**config.mk**
```make
export PLATFORM = sky130hd
export DESIGN_NAME = fft_peak_finder_flat
export DESIGN_NICKNAME = d
export VERILOG_FILES = /design/src/rtl/fft_peak_finder_if.sv /design/src/rtl/fft_peak_finder.sv /design/src/flat_wrapper.sv
export SDC_FILE = /design/constraint.sdc
export NUM_CORES = 2
export LEC_CHECK = 0
export ABC_CLOCK_PERIOD_IN_PS = 4500
export CAP_MARGIN = 20
export CORE_MARGIN = 2
export CORE_UTILIZATION = 55
export DETAILED_ROUTE_END_ITERATION = 12
export PLACE_DENSITY = 0.82
export SLEW_MARGIN = 20
export SYNTH_ARGS = -nofsm -noshare
export SYNTH_HDL_FRONTEND = slang
export SYNTH_SLANG_ARGS = --single-unit
```
**constraint.sdc**
```tcl
create_clock -name clk_in -period 4.5 [get_ports clk_in]
set_input_delay 1.35 -clock clk_in [delete_from_list [all_inputs] [get_ports clk_in]]
set_output_delay 1.35 -clock clk_in [all_outputs]
set_load 0.03 [all_outputs]
```
**src/rtl/fft_peak_finder_if.sv**
```systemverilog
// Stream-in / result-out bundle for fft_peak_finder.
// master: the side that feeds FFT bins and takes results.
// slave:  the peak finder itself.
interface fft_peak_finder_if #(
    parameter int NFFT = 1024,
    parameter int DW   = 16
);
    logic [2*DW-1:0]         s_axis_tdata;
    logic                    s_axis_tvalid;
    logic                    s_axis_tlast;
    logic                    s_axis_tready;
    logic [$clog2(NFFT)-1:0] peak_bin;
    logic [2*DW-1:0]         peak_mag;
    logic                    frame_err;
    logic                    result_valid;
    logic                    result_ready;

    modport master (
        output s_axis_tdata, s_axis_tvalid, s_axis_tlast, result_ready,
        input  s_axis_tready, peak_bin, peak_mag, frame_err, result_valid
    );

    modport slave (
        input  s_axis_tdata, s_axis_tvalid, s_axis_tlast, result_ready,
        output s_axis_tready, peak_bin, peak_mag, frame_err, result_valid
    );
endinterface

```
**src/rtl/fft_peak_finder.sv**
```systemverilog
// fft_peak_finder: consumes one complex FFT frame, finds the lower-half bin
// with the largest re^2+im^2, and reports it with a tlast framing-error flag.
// Optional build macro FFT_PEAK_SKIP_DC_EN: when defined, bin 0 is excluded
// from the search (peak_bin stays 0 if no other bin is nonzero).
module fft_peak_finder #(
    parameter int NFFT = 1024,
    parameter int DW   = 16
) (
    input  logic               clk_in,
    input  logic               rst_n_in,
    fft_peak_finder_if.slave   bus
);
    localparam int BW = $clog2(NFFT);
    localparam int MW = 2 * DW;

    typedef enum logic [1:0] {RECV, DRAIN, HOLD} state_t;

    state_t          r_state;
    logic            r_tready;
    logic [BW-1:0]   r_cnt;
    logic [1:0]      r_drain;
    logic            r_err;

    logic            r_result_valid;
    logic [BW-1:0]   r_peak_bin;
    logic [MW-1:0]   r_peak_mag;
    logic            r_frame_err;

    logic signed [MW-1:0] r_re2;
    logic signed [MW-1:0] r_im2;
    logic [BW-1:0]   r_s1_bin;
    logic            r_s1_vld;

    logic [BW-1:0]   r_best_bin;
    logic [MW-1:0]   r_best_mag;

    logic                 w_acc;
    logic                 w_last_cnt;
    logic                 w_frame_end;
    logic                 w_bad_last;
    logic                 w_clr;
    logic signed [MW-1:0] w_re_x;
    logic signed [MW-1:0] w_im_x;
    logic [MW-1:0]        w_mag;
    logic                 w_cmp_en;

    // tready is only ever high in RECV, so it alone qualifies the handshake
    assign w_acc       = bus.s_axis_tvalid & r_tready;
    assign w_last_cnt  = &r_cnt;
    assign w_frame_end = bus.s_axis_tlast | w_last_cnt;
    assign w_bad_last  = bus.s_axis_tlast ^ w_last_cnt;
    assign w_clr       = (r_state == HOLD) & bus.result_ready;

    // Sign-extend to product width so the square keeps all its bits
    assign w_re_x = {{DW{bus.s_axis_tdata[DW-1]}},   bus.s_axis_tdata[DW-1:0]};
    assign w_im_x = {{DW{bus.s_axis_tdata[MW-1]}},   bus.s_axis_tdata[MW-1:DW]};

    // Both squares are non-negative; their sum peaks at 2^(2DW-1), which fits unsigned
    assign w_mag = $unsigned(r_re2) + $unsigned(r_im2);

`ifdef FFT_PEAK_SKIP_DC_EN
    assign w_cmp_en = r_s1_vld & ~r_s1_bin[BW-1] & (r_s1_bin != '0);
`else
    assign w_cmp_en = r_s1_vld & ~r_s1_bin[BW-1];
`endif

    // Stage 1: square both components and carry the bin index along
    always_ff @(posedge clk_in or negedge rst_n_in) begin
        if (!rst_n_in) begin
            r_re2    <= '0;
            r_im2    <= '0;
            r_s1_bin <= '0;
            r_s1_vld <= 1'b0;
        end else begin
            r_s1_vld <= w_acc;
            if (w_acc) begin
                r_re2    <= w_re_x * w_re_x;
                r_im2    <= w_im_x * w_im_x;
                r_s1_bin <= r_cnt;
            end
        end
    end

    // Stage 2: running maximum; strict compare keeps the lowest bin on ties
    always_ff @(posedge clk_in or negedge rst_n_in) begin
        if (!rst_n_in) begin
            r_best_mag <= '0;
            r_best_bin <= '0;
        end else if (w_clr) begin
            r_best_mag <= '0;
            r_best_bin <= '0;
        end else if (w_cmp_en && (w_mag > r_best_mag)) begin
            r_best_mag <= w_mag;
            r_best_bin <= r_s1_bin;
        end
    end

    // Control FSM: RECV counts beats, DRAIN lets the pipeline empty, HOLD presents the result.
    // DRAIN spans the cycle after the final beat plus two more, so the result
    // latches on the third edge after that beat.
    always_ff @(posedge clk_in or negedge rst_n_in) begin
        if (!rst_n_in) begin
            r_state        <= RECV;
            r_tready       <= 1'b0;
            r_cnt          <= '0;
            r_drain        <= '0;
            r_err          <= 1'b0;
            r_result_valid <= 1'b0;
            r_peak_bin     <= '0;
            r_peak_mag     <= '0;
            r_frame_err    <= 1'b0;
        end else begin
            case (r_state)
                RECV: begin
                    r_tready <= 1'b1;
                    if (w_acc) begin
                        if (w_frame_end) begin
                            r_state  <= DRAIN;
                            r_tready <= 1'b0;
                            r_cnt    <= '0;
                            r_drain  <= 2'd2;
                            r_err    <= w_bad_last;
                        end else begin
                            r_cnt <= r_cnt + 1'b1;
                        end
                    end
                end
                DRAIN: begin
                    if (r_drain == 2'd0) begin
                        r_state        <= HOLD;
                        r_result_valid <= 1'b1;
                        r_peak_bin     <= r_best_bin;
                        r_peak_mag     <= r_best_mag;
                        r_frame_err    <= r_err;
                    end else begin
                        r_drain <= r_drain - 2'd1;
                    end
                end
                HOLD: begin
                    if (bus.result_ready) begin
                        r_state        <= RECV;
                        r_result_valid <= 1'b0;
                        r_tready       <= 1'b1;
                        r_err          <= 1'b0;
                    end
                end
                default: begin
                    r_state  <= RECV;
                    r_tready <= 1'b0;
                end
            endcase
        end
    end

    assign bus.s_axis_tready = r_tready;
    assign bus.result_valid  = r_result_valid;
    assign bus.peak_bin      = r_peak_bin;
    assign bus.peak_mag      = r_peak_mag;
    assign bus.frame_err     = r_frame_err;

endmodule
```
**src/flat_wrapper.sv**
```systemverilog
// flat-port wrapper written by rule: the top's interface ports become plain ports
module fft_peak_finder_flat 
#(
    parameter int NFFT = 1024,
    parameter int DW   = 16
)
  (clk_in, rst_n_in, bus_s_axis_tdata, bus_s_axis_tvalid, bus_s_axis_tlast, bus_result_ready, bus_s_axis_tready, bus_peak_bin, bus_peak_mag, bus_frame_err, bus_result_valid);
  fft_peak_finder_if #(.NFFT(NFFT), .DW(DW)) bus_i ();
  input  logic clk_in;
  input  logic rst_n_in;
  input wire logic [$bits(bus_i.s_axis_tdata)-1:0] bus_s_axis_tdata;
  input wire logic [$bits(bus_i.s_axis_tvalid)-1:0] bus_s_axis_tvalid;
  input wire logic [$bits(bus_i.s_axis_tlast)-1:0] bus_s_axis_tlast;
  input wire logic [$bits(bus_i.result_ready)-1:0] bus_result_ready;
  output wire logic [$bits(bus_i.s_axis_tready)-1:0] bus_s_axis_tready;
  output wire logic [$bits(bus_i.peak_bin)-1:0] bus_peak_bin;
  output wire logic [$bits(bus_i.peak_mag)-1:0] bus_peak_mag;
  output wire logic [$bits(bus_i.frame_err)-1:0] bus_frame_err;
  output wire logic [$bits(bus_i.result_valid)-1:0] bus_result_valid;
  assign bus_i.s_axis_tdata = bus_s_axis_tdata;
  assign bus_i.s_axis_tvalid = bus_s_axis_tvalid;
  assign bus_i.s_axis_tlast = bus_s_axis_tlast;
  assign bus_i.result_ready = bus_result_ready;
  assign bus_s_axis_tready = bus_i.s_axis_tready;
  assign bus_peak_bin = bus_i.peak_bin;
  assign bus_peak_mag = bus_i.peak_mag;
  assign bus_frame_err = bus_i.frame_err;
  assign bus_result_valid = bus_i.result_valid;
  fft_peak_finder #(.NFFT(NFFT), .DW(DW)) u_core (.clk_in(clk_in), .rst_n_in(rst_n_in), .bus(bus_i));
endmodule
```
# Word level (Yosys, flattened, before mapping)
# Index checks and enable logic that the tools add are counted.
# W data, S select, Z words.
[totals]
regBits = 177
output_inout_bits = 45
word_cells = 74
[op_classes]
add_sub_neg = 3
n_mul = 2
order_cmp = 1
n_eq_ne = 7
muxes = 24
bitwise = 7
reduce_logical = 15
[ops]
columns = ["op", "n"]
rows = [
  ["$mul A16 B16 Y32", 2],
  ["$mux W32", 2],
  ["$add A32 B32 Y32", 1],
  ["$gt A32 B32 Y1", 1],
  ["$mux W10", 3],
  ["$mux W2", 7],
  ["$reduce_and A4 Y1", 3],
  ["$add A10 B1 Y10 const B", 1],
  ["$reduce_and A10 Y1", 1],
  ["$reduce_bool A2 Y1", 4],
  ["$mux W1", 7],
  ["$ne A2 B1 Y1 const B", 3],
  ["$pmux W2 S3", 1],
  ["$reduce_and A2 Y1", 3],
  ["$logic_not A2 Y1", 2],
  ["$ne A2 B2 Y1 const B", 2],
  ["$pmux W1 S2", 2],
  ["$pmux W2 S2", 1],
  ["$and A1 B1 Y1", 3],
  ["$pmux W1 S3", 1],
  ["$reduce_and A3 Y1", 1],
  ["$eq A2 B1 Y1 const B", 1],
  ["$eq A2 B2 Y1 const B", 1],
  ["$not A1 Y1", 2],
  ["other kinds (4)", 4],
]

# Logic depth before layout (Yosys ltp)
[logic_depth]
ltp_word = 5
ltp_mapped = 24

# Worst setup path before layout
# No wires, ideal clock.
[synth_path]
path_type = "input -> register"
start = "in bus_s_axis_tdata[31]"
end = "reg u_core.r_im2[30]"
setup_time_ps = 120
t_arrival_ps = 7270
required_ps = 4380
setup_slack_ps = -2890
cell_stages = 21
n_path_buf = 2
cell_sequence = "clkbuf_1 > inv_1 > clkbuf_1 > nor2_1 > fa_1 > inv_1 > fa_1 > fa_1 > fa_1 > fa_1 > fa_1 > inv_1 > ha_1 > a21o_1 > a21oi_2 > o21ai_1 > a31o_1 > o21a_2 > o311a_1 > or3_1 > a31o_1"
[synth_via]
elab_chain_len = 1
[synth_rtl]
columns = ["element", "line_no", "text"]
rows = [
  ["start, declared", "flat_wrapper.sv:11", "input wire logic [$bits(bus_i.s_axis_tdata)-1:0] bus_s_axis_tdata;"],
  ["$mul A16 B16 Y32", "fft_peak_finder.sv:78", "r_im2 <= w_im_x * w_im_x;"],
  ["end signal, assigned", "fft_peak_finder.sv:78", ""],
  ["end, declared", "fft_peak_finder.sv:30", "logic signed [MW-1:0] r_im2;"],
]
# Every way passes these cells.
# A chain may end at the register's enable or synchronous reset.

# Worst setup path in the final report
[layout_path]
start = "in bus_s_axis_tdata[1]"
end = "reg u_core.r_re2[24]"
[layout_via]
elab_chain_len = 1
[layout_rtl]
columns = ["element", "line_no", "text"]
rows = [
  ["$mul A16 B16 Y32", "fft_peak_finder.sv:77", "r_re2 <= w_re_x * w_re_x;"],
  ["end signal, assigned", "fft_peak_finder.sv:77", ""],
  ["end, declared", "fft_peak_finder.sv:29", "logic signed [MW-1:0] r_re2;"],
]
# Every way passes these cells.

==> flow_metrics.py <==
metrics = {
    "synth": {
        "yosys_most_used_dff": "dfrtp_1",
        "async_flop_share_pct": 100,
        "yosysSeqAreaShare_pct": 16.3,
        "syn_nets": 3660,
        "syn_area_per_cell_um2": 9.21,
        "synth_cell_type_count": 77,
        "synth_area_um2": 26800,
        "synthCells": 2911,
        "ys_seq_elements": 175,
        "synth_top_area_cell": "fa_1",
        "synth.top_cell.area_share_pct": 35.3,
        "yosys_warnings": 0,
        "synth_edf_count": 0,
        "synthTopCellsByArea": "fa_1 35%, dfrtp_1 16%, ha_1 11%",
    },
    "sta": {
        "period_share_pct": 158,
        "rsz0062_at_grt": "yes",
        "setup_viol": 93,
        "period_needed_ns": 7.13,
        "slew_violations": 0,
        "max_freq_mhz": 140,
        "hold_viol_final": 0,
        "finClkSkew_ns": 0.0162,
        "max-slew-margin-rel_pct": 39.0,
        "worstMarginPinSlew_ns": 0.914,
        "worst_slack_ns": -2.63,
    },
    "flow_run": {
        "drv_cap": 0,
    },
    "critical_path": {
        "worst_ep_arrival_time_ns": 7.48,
        "cp_common_cell": "fa_1",
        "crit_chain": "clkbuf_4 > and2_4 > fa_2 > buf_12 > inv_2 > fa_1 > fa_1 > fa_1 > fa_1 > fa_1 > inv_2 > ha_4 > and3_4 > nand2_4 > or3_4 > a211oi_4 > o21a_1 > o21a_1 > o21ai_1 > o311ai_1",
        "startpoint_type": "input port",
        "max_stage_delay_ns": 0.72,
        "path_delay_family": "adder cells",
        "cp_max_fo": 4,
        "worstSetupPathType": "in -> reg",
        "crit_path_end_kind": "flip-flop",
        "required_ns": 4.85,
        "slowest_stage": "fa_1",
        "path_buf_inv": 4,
    },
    "die": {
        "num_rows": 80,
        "pin_count": 82,
        "core_um2": 47900,
        "fp.dieH_um": 225,
        "die_w_um": 225,
        "die_area_um2": 50500,
        "start_util_pct": 55.9,
    },
    "detailed_routing": {
        "drc": 0,
        "firstDrtPassIters": 8,
        "drtAntennaViolNets": 0,
        "wl_mm": 93.5,
        "vias": 24900,
        "drt_iter0_drc": 2625,
        "viasPerCell": 5.96,
        "route.detailed.wl_per_inst_um": 22.4,
    },
    "cts": {
        "holdBufCountCts": 0,
        "clockBufferDepth": 2,
        "clkTransAtPathRegs_ns": 0.08,
        "clk_latency_ns": 0.45,
        "numCtsBuffers": 17,
        "root_buffer": "clkbuf_16",
        "clock-sinks": 175,
        "htree_levels": 4,
        "tritoncts": "built",
    },
    "grt": {
        "grt_pass1_wl_mm": 127,
        "grt_max_degree": 129,
        "gr-total-overflow": 0,
        "track_usage_pct": 31.7,
        "grt_pass1_vias": 25600,
        "antenna_found_initial": 3,
    },
    "place": {
        "dp_hpwl_mm": 55.4,
        "numPortBuffers": 81,
        "gp_congestion": 0.953,
        "dp_slack_ns": -3.03,
    },
    "status": {
        "outcome": "finished, violations left",
        "violations": "negative setup slack",
    },
    "final_layout": {
        "drive_above_1_share_pct": 34.6,
        "finalNetCount": 4286,
        "area_growth_pct": 37.3,
    },
    "min_path": {
        "hp-class": "reg -> reg",
    },
}
-- path summary, 6_finish.rpt --
check                                    start                      end  slack (ns)  cells past startpoint
max                        bus_s_axis_tdata[1]         u_core.r_re2[24]       -2.63                     20
min                         u_core.r_s1_bin[6]       u_core.r_s1_bin[6]        0.48                      2
max reg2reg                   u_core.r_im2[17]    u_core.r_best_mag[20]       -0.30                     20
min reg2reg                 u_core.r_s1_bin[6]       u_core.r_s1_bin[6]        0.48                      2
max in group asynchronous             rst_n_in    u_core.r_best_mag[14]        2.57                      2
min in group asynchronous             rst_n_in  u_core.bus.result_valid        0.95                      1
-- per-stage QoR --
| step | utilization, % | hold slack (ns) | TNS, ns | area (um^2) | std cells |
|---|---|---|---|---|---|
| 2_1_floorplan | - | 0.437 | -74.63 | 27800 | 2911 |
| 3_3_place_gp | 67.0 | 0.458 | -121.78 | 32100 | 3957 |
| 5_1_grt | 76.8 | 0.496 | -107.09 | 36800 | 4165 |
| 4_1_cts | 72.9 | 0.480 | -78.38 | 34900 | 4097 |
| 6_report | 76.8 | 0.481 | -99.87 | 36800 | 4166 |
| 3_5_place_dp | 67.0 | 0.462 | -128.22 | 32100 | 3957 |
-- tightest hold or removal path, delay by kind of cell (launching register included) --
kind / cells / cell delay [ns]
flops: 1 / 0.35
simple gates: 2 / 0.10
-- sequential cells by signal (all words and copies together), names as in the netlist, 2 cells and up --
name / flops
u_core.bus.peak_mag: 32
u_core.r_state: 2
u_core.r_re2: 31
u_core.r_s1_bin: 10
u_core.r_cnt: 10
u_core.r_best_mag: 32
u_core.r_best_bin: 10
u_core.r_im2: 31
u_core.r_drain: 2
u_core.bus.peak_bin: 10
-- synth_stat cells, drive strengths merged, types with 8 or more instances --
cell and number:
a211oi 16, a21o 42, a21oi 82, a31o 10, and2 75, and3 18, buf 11, clkbuf 77
dfrtp 175, fa 473, ha 239, inv 691, mux2 12, mux2i 25, nand2 347, nand2b 10
nand3 34, nand4 12, nor2 141, nor2b 14, nor3 28, nor3b 10, o211ai 14, o21a 15
o21ai 128, o311ai 8, o31ai 12, or2 9, or3 14, xnor2 57, xor2 22
-- logic make-up after synthesis --
family / share of synthesized area [%]
simple gates: 12.6
compound gates: 9.62
flops: 16.3
mux: 1.44
buf+inv: 11.0
xor+xnor: 2.58
fa+ha+maj: 46.5
-- layer usage --
layer | routed length [um] | vias up | track usage [%]
li1 | - | 10300 | -
met1 | 33000 | 12200 | 38.7
met2 | 44200 | 1637 | 55.1
met3 | 8600 | 686 | 5.13
met4 | 7660 | 2 | 14.8
met5 | 13 | - | 0
-- area by class of cell --
cell class | count | area [um^2]
diodes | 1 | 2.50
clock buffers | 18 | 429
clock inverters | 14 | 146
fillers | 2589 | 11100
inverters | 692 | 2630
multi-input cells | 1956 | 22100
flip-flops and latches | 175 | 4380
well taps | 615 | 769
repair buffers | 695 | 6390
-- what timing repair did --
action                                  CTS  global route
buffers inserted                        112            92
resized for setup                       522           345
cloned                                    7             2
endpoints found under the hold margin     0             0
endpoints found under the setup margin   95            95
pin swaps                               250           298
-- cell usage in the layout (no fill, tap or decap), drive strengths merged, types with 8 or more instances in the layout --
cell,Yosys,routed
o311ai,8,8
nand2b,10,10
nor2,141,141
a21o,42,42
dfrtp,175,175
nand2,347,347
o211ai,14,14
ha,239,239
nand4,12,12
or2,9,9
a21oi,82,82
clkbuf,77,21
inv,691,699
nor3,28,28
o21ai,128,128
fa,473,473
buf,11,643
and3,18,18
and2,75,75
mux2,12,12
nand3,34,34
nor2b,14,14
a31o,10,10
mux2i,25,25
o31ai,12,12
o21a,15,15
or3,14,14
xor2,22,22
a211oi,16,16
clkdlybuf4s50,0,48
nor3b,10,10
xnor2,57,57
Power is left out: the tool's default activity adds up to more than one toggle a clock period on the data nets, which glitch-free logic cannot reach.
